--- src/rtl/hex_word_sender_if.sv ---
// Word-in / character-out handshake bundle for hex_word_sender.
// The master modport is the converter's view; slave is the surrounding logic.
interface hex_word_sender_if #(
    parameter int WORD_WIDTH = 32
) ();
    // Both handshakes use strict valid/ready semantics. A transfer happens on
    // any rising edge where valid and ready are both high. Once the sender
    // raises valid, it holds valid and data stable until that transfer.
    logic                  word_valid;
    logic                  word_ready;
    logic [WORD_WIDTH-1:0] word_data;
    logic [7:0]            tx_data;
    logic                  tx_valid;
    logic                  tx_ready;
    logic                  busy;

    modport master (
        input  word_valid, word_data, tx_ready,
        output word_ready, tx_data, tx_valid, busy
    );

    modport slave (
        output word_valid, word_data, tx_ready,
        input  word_ready, tx_data, tx_valid, busy
    );
endinterface

--- src/rtl/hex_word_sender.sv ---
// Prints a binary word as lowercase ASCII hex, MSB nibble first, with an
// optional CR/LF trailer, one registered character per tx handshake.
module hex_word_sender #(
    parameter int WORD_WIDTH     = 32,
    parameter bit APPEND_NEWLINE = 1'b1
) (
    input  logic               clk,
    input  logic               rst,
    hex_word_sender_if.master  bus,
    output logic [1:0]         dbg_state
);
    localparam int N  = WORD_WIDTH / 4;
    localparam int CW = $clog2(N + 1);

    typedef enum logic [1:0] {
        IDLE  = 2'd0,
        DIGIT = 2'd1,
        CR    = 2'd2,
        LF    = 2'd3
    } state_t;

    state_t                state;
    logic [WORD_WIDTH-1:0] shreg;
    logic [WORD_WIDTH-1:0] shifted;
    logic [CW-1:0]         cnt;
    logic                  tx_fire;

    function automatic logic [7:0] hex_ascii(input logic [3:0] n);
        return (n < 4'd10) ? (8'h30 + {4'h0, n}) : (8'h57 + {4'h0, n});
    endfunction

    // shreg always holds the digit on tx_data in its top nibble, so the next
    // digit to present is the top nibble of the shifted value.
    assign shifted   = shreg << 4;
    assign tx_fire   = bus.tx_valid & bus.tx_ready;
    assign dbg_state = state;

    always_ff @(posedge clk) begin
        if (rst) begin
            state          <= IDLE;
            shreg          <= '0;
            cnt            <= '0;
            bus.tx_data    <= 8'h00;
            bus.tx_valid   <= 1'b0;
            bus.word_ready <= 1'b1;
            bus.busy       <= 1'b0;
        end else begin
            case (state)
                IDLE: begin
                    if (bus.word_valid && bus.word_ready) begin
                        shreg          <= bus.word_data;
                        cnt            <= CW'(N);
                        bus.tx_data    <= hex_ascii(bus.word_data[WORD_WIDTH-1 -: 4]);
                        bus.tx_valid   <= 1'b1;
                        bus.word_ready <= 1'b0;
                        bus.busy       <= 1'b1;
                        state          <= DIGIT;
                    end
                end

                DIGIT: begin
                    if (tx_fire) begin
                        shreg <= shifted;
                        cnt   <= cnt - CW'(1);
                        if (cnt == CW'(1)) begin
                            if (APPEND_NEWLINE) begin
                                bus.tx_data <= 8'h0D;
                                state       <= CR;
                            end else begin
                                bus.tx_valid   <= 1'b0;
                                bus.word_ready <= 1'b1;
                                bus.busy       <= 1'b0;
                                state          <= IDLE;
                            end
                        end else begin
                            bus.tx_data <= hex_ascii(shifted[WORD_WIDTH-1 -: 4]);
                        end
                    end
                end

                CR: begin
                    if (tx_fire) begin
                        bus.tx_data <= 8'h0A;
                        state       <= LF;
                    end
                end

                LF: begin
                    // tx_data keeps 0x0A while idle; only valid drops.
                    if (tx_fire) begin
                        bus.tx_valid   <= 1'b0;
                        bus.word_ready <= 1'b1;
                        bus.busy       <= 1'b0;
                        state          <= IDLE;
                    end
                end

                default: state <= IDLE;
            endcase
        end
    end
endmodule
--- src/flat_wrapper.sv ---
// flat-port wrapper written by rule: the top's interface ports become plain ports
module hex_word_sender_flat 
#(
    parameter int WORD_WIDTH     = 32,
    parameter bit APPEND_NEWLINE = 1'b1
)
  (clk, rst, dbg_state, bus_word_valid, bus_word_data, bus_tx_ready, bus_word_ready, bus_tx_data, bus_tx_valid, bus_busy);
  hex_word_sender_if #(.WORD_WIDTH(WORD_WIDTH)) bus_i ();
  input  logic clk;
  input  logic rst;
  output logic [1:0] dbg_state;
  input wire logic [$bits(bus_i.word_valid)-1:0] bus_word_valid;
  input wire logic [$bits(bus_i.word_data)-1:0] bus_word_data;
  input wire logic [$bits(bus_i.tx_ready)-1:0] bus_tx_ready;
  output wire logic [$bits(bus_i.word_ready)-1:0] bus_word_ready;
  output wire logic [$bits(bus_i.tx_data)-1:0] bus_tx_data;
  output wire logic [$bits(bus_i.tx_valid)-1:0] bus_tx_valid;
  output wire logic [$bits(bus_i.busy)-1:0] bus_busy;
  assign bus_i.word_valid = bus_word_valid;
  assign bus_i.word_data = bus_word_data;
  assign bus_i.tx_ready = bus_tx_ready;
  assign bus_word_ready = bus_i.word_ready;
  assign bus_tx_data = bus_i.tx_data;
  assign bus_tx_valid = bus_i.tx_valid;
  assign bus_busy = bus_i.busy;
  hex_word_sender #(.WORD_WIDTH(WORD_WIDTH), .APPEND_NEWLINE(APPEND_NEWLINE)) u_core (.clk(clk), .rst(rst), .bus(bus_i), .dbg_state(dbg_state));
endmodule
--- config.mk ---
export PLATFORM = sky130hd
export DESIGN_NAME = hex_word_sender_flat
export DESIGN_NICKNAME = d
export VERILOG_FILES = /design/src/rtl/hex_word_sender_if.sv /design/src/rtl/hex_word_sender.sv /design/src/flat_wrapper.sv
export SDC_FILE = /design/constraint.sdc
export NUM_CORES = 1
export LEC_CHECK = 0
export CAP_MARGIN = 30
export CORE_MARGIN = 2
export CORE_UTILIZATION = 51
export DETAILED_ROUTE_END_ITERATION = 8
export HOLD_SLACK_MARGIN = 0.02
export PLACE_DENSITY = 0.92
export SETUP_SLACK_MARGIN = 0.4
export SYNTH_ARGS = -nofsm -noshare
export SYNTH_HDL_FRONTEND = slang
export SYNTH_SLANG_ARGS = --single-unit
--- constraint.sdc ---
create_clock -name clk -period 2.6 [get_ports clk]
set_clock_uncertainty 0.15 [all_clocks]
set_input_delay 0.52 -clock clk [delete_from_list [all_inputs] [get_ports clk]]
set_output_delay 0.52 -clock clk [all_outputs]
set_load 0.02 [all_outputs]
==> reports/metrics.csv <==
metric,value,unit
numCtsBuffers,5,
grt_pass1_wl,8.749,mm
finalPower,3.775,mW
clk_pin_slew_worst_paths,0.08,ns
yosysTopAreaCell,dfxtp_1,
ioPinCount,49,
grt_max_degree,43,
hp-class,reg2reg,
drcViolationCount,0,
cap_violations,0,
cp_num_buf_inv,1,
netlist_instances,249,
rr_startpoint,u_core.dbg_state[1]$_SDFFE_PP0P_,
postSynth.asyncResetShare,0,
finalHoldViolCount,0,
postCtsSetupBuffers,0,
power_frac_comb,0.568,
finalSetupTns,0,ns
pwr-share-clk,0.111,
worstSetupStartpointType,register,
clock.fmax,479.0,MHz
pre_cts_slack,0.1455,ns
fin_cells,344,
status,completed,
diodes,0,
clk_latency,0.29,ns
synth.distinct_cells,42,
fill_cells,340,
core_area,4324,um2
crit_required,1.93,ns
path_class,reg2out,
power.leakage,1.100,nW
worst_path_max_delay_cell,clkdlybuf4s50_1,
cts_max_level,2,
nNetsFinal,336,
grt_usage,0.2168,
worst_pin_slew,0.6544,ns
r2r_slack,0.53,ns
setup_viol,0,
syn_area_per_cell,9.125,um2
dieArea,5005,um2
ir_worst_vdd,717.4,uV
routedWlPerCell,15.41,um
die_w,70.75,um
dp_hpwl,3.481,mm
timing.hold.ws,0.3085,ns
internal-power,2.161,mW
gp_congestion,0.8288,
cts_root_buf,clkbuf_8,
wirelength,5.302,mm
cts_sinks,43,
port-buffer-count,47,
rsz0062_at_grt,true,
num_rows,24,
cts_hold_buf,0,
power.density,1288,nW/um2
start_util,0.5255,
fin_crit_sh,0.8030,
synth_area_leaders,"dfxtp_1, mux2i_1, a211oi_1, nor2_1, ha_1",
crit_fanout,7,
slowest_delay,0.66,ns
clockBufferDepth,2,
ant_nets,0,
place_inst,335,
cts_tree,built,
cp_top_family,buffers and inverters,
grt_pass1_vias,1920,
mappedNetlistArea,2272,um2
antenna_found_initial,0,
syn_nets,294,
seqPwrFrac,0.321,
ys_ff_latch,43,
drtIter0Drc,198,
fin_area,2930,um2
num_vias,2004,
postPlaceCellArea,2779,um2
chipHeight,70.75,um
synth-main-ff-cell,dfxtp_1,
switching_share,0.4276,
synth_edf_count,0,
layout_setup_ws,0.5122,ns
ys_seq_area_frac,0.3789,
worstPathCellList,clkdlybuf4s50_1,
utilization,0.6777,
ys.warnings.count,0,
synth_top_area_share,0.3789,
slew_viol_final,0,
drive_gt1_frac,0.09589,
end_kind,primary output,
fin_crit,2.088,ns
slew-limit-headroom,0.5628,
cp.arrival,1.42,ns
via_per_inst,5.826,
min_from,u_core.shreg[3]$_SDFFE_PP0P_,
areaGrowthSynthToFinish,28.96,%
firstDrtPassIters,4,
startpoint,u_core.bus.tx_valid$_SDFFE_PP0P_,
gr-total-overflow,0,
p_sw,1.614,mW
-- synth_stat cells (2+ instances only) --
cell       number
dfxtp_1        43
nor2_1         38
a211oi_1       29
mux2i_1        26
a21oi_1        15
inv_1          10
ha_1            9
nand2_1         9
clkbuf_1        7
buf_2           6
o21ai_0         6
nand3_1         5
nor2b_1         5
buf_4           4
a2111oi_4       2
a211oi_2        2
a21boi_2        2
and4b_1         2
nor3_1          2
o211a_1         2
o211ai_1        2
or3_1           2
xnor2_1         2
-- final timing paths --
path                                        endpoint  depth (start not counted)
setup reg to reg  u_core.bus.tx_data[0]$_SDFFE_PP0P_                          7
setup / recovery                        bus_tx_valid                          1
hold / removal          u_core.shreg[3]$_SDFFE_PP0P_                          2
hold reg to reg         u_core.shreg[3]$_SDFFE_PP0P_                          2
-- cell families after synthesis --
kind of cell	after synthesis	synth area share
buffers and inverters	28	0.05672
adder cells (fa/ha/maj)	9	0.04956
multiplexers	26	0.1145
flip-flops	43	0.3789
other	1	0.001650
AND/OR/NAND/NOR	71	0.1536
AO/OA/AOI/OAI	69	0.2373
XOR/XNOR	2	0.007711
-- routing by layer --
metal,GRT usage,routed length (um)
met1,0.2674,2280
met2,0.3718,2688
met3,0.04843,220
met4,0.07757,112
met5,0,0
-- placed cells by master (no fill, tap or decap), drive strengths merged, types with 3 or more instances in the layout --
cell and count:
a2111oi 3, a211oi 31, a21oi 15, buf 5
clkbuf 5, clkdlybuf4s50 46, dfxtp 43, ha 9
inv 10, mux2i 26, nand2 9, nand3 5
nor2 38, nor2b 5, nor3 3, o21ai 6
-- registers in the layout (all words and copies together), names as in the netlist --
name	count
u_core.bus.tx_data	7
u_core.dbg_state	2
u_core.shreg	28
u_core.bus.tx_valid	1
u_core.cnt	4
u_core.bus.word_ready	1
-- what timing repair did --
action | CTS | global route
gates cloned | 1 | 0
resized for setup | 2 | 7
endpoints found under the setup margin | 9 | 28
-- power by group through the flow --
stage / Combinational, mW / Clock [mW] / Sequential (mW)
final: 2.14 / 0.418 / 1.21
after global routing: 2.34 / 0.458 / 1.25
after CTS: 2.09 / 0.426 / 1.20
after detailed placement: 1.94 / 0 / 1.21
after global placement: 1.87 / 0 / 1.19
after floorplan: 1.39 / 0 / 1.23
-- layout make-up --
type	instances	area (um2)	share of cell area
inverters	10	37.54	0.01281
clock inverters	3	20.02	0.006832
repair buffers	53	584.3	0.1994
well taps	52	65.06	0.02220
flip-flops and latches	43	863.3	0.2946
clock buffers	5	68.82	0.02348
multi-input cells	178	1291	0.4406
Power figures use the tool's default switching activity.
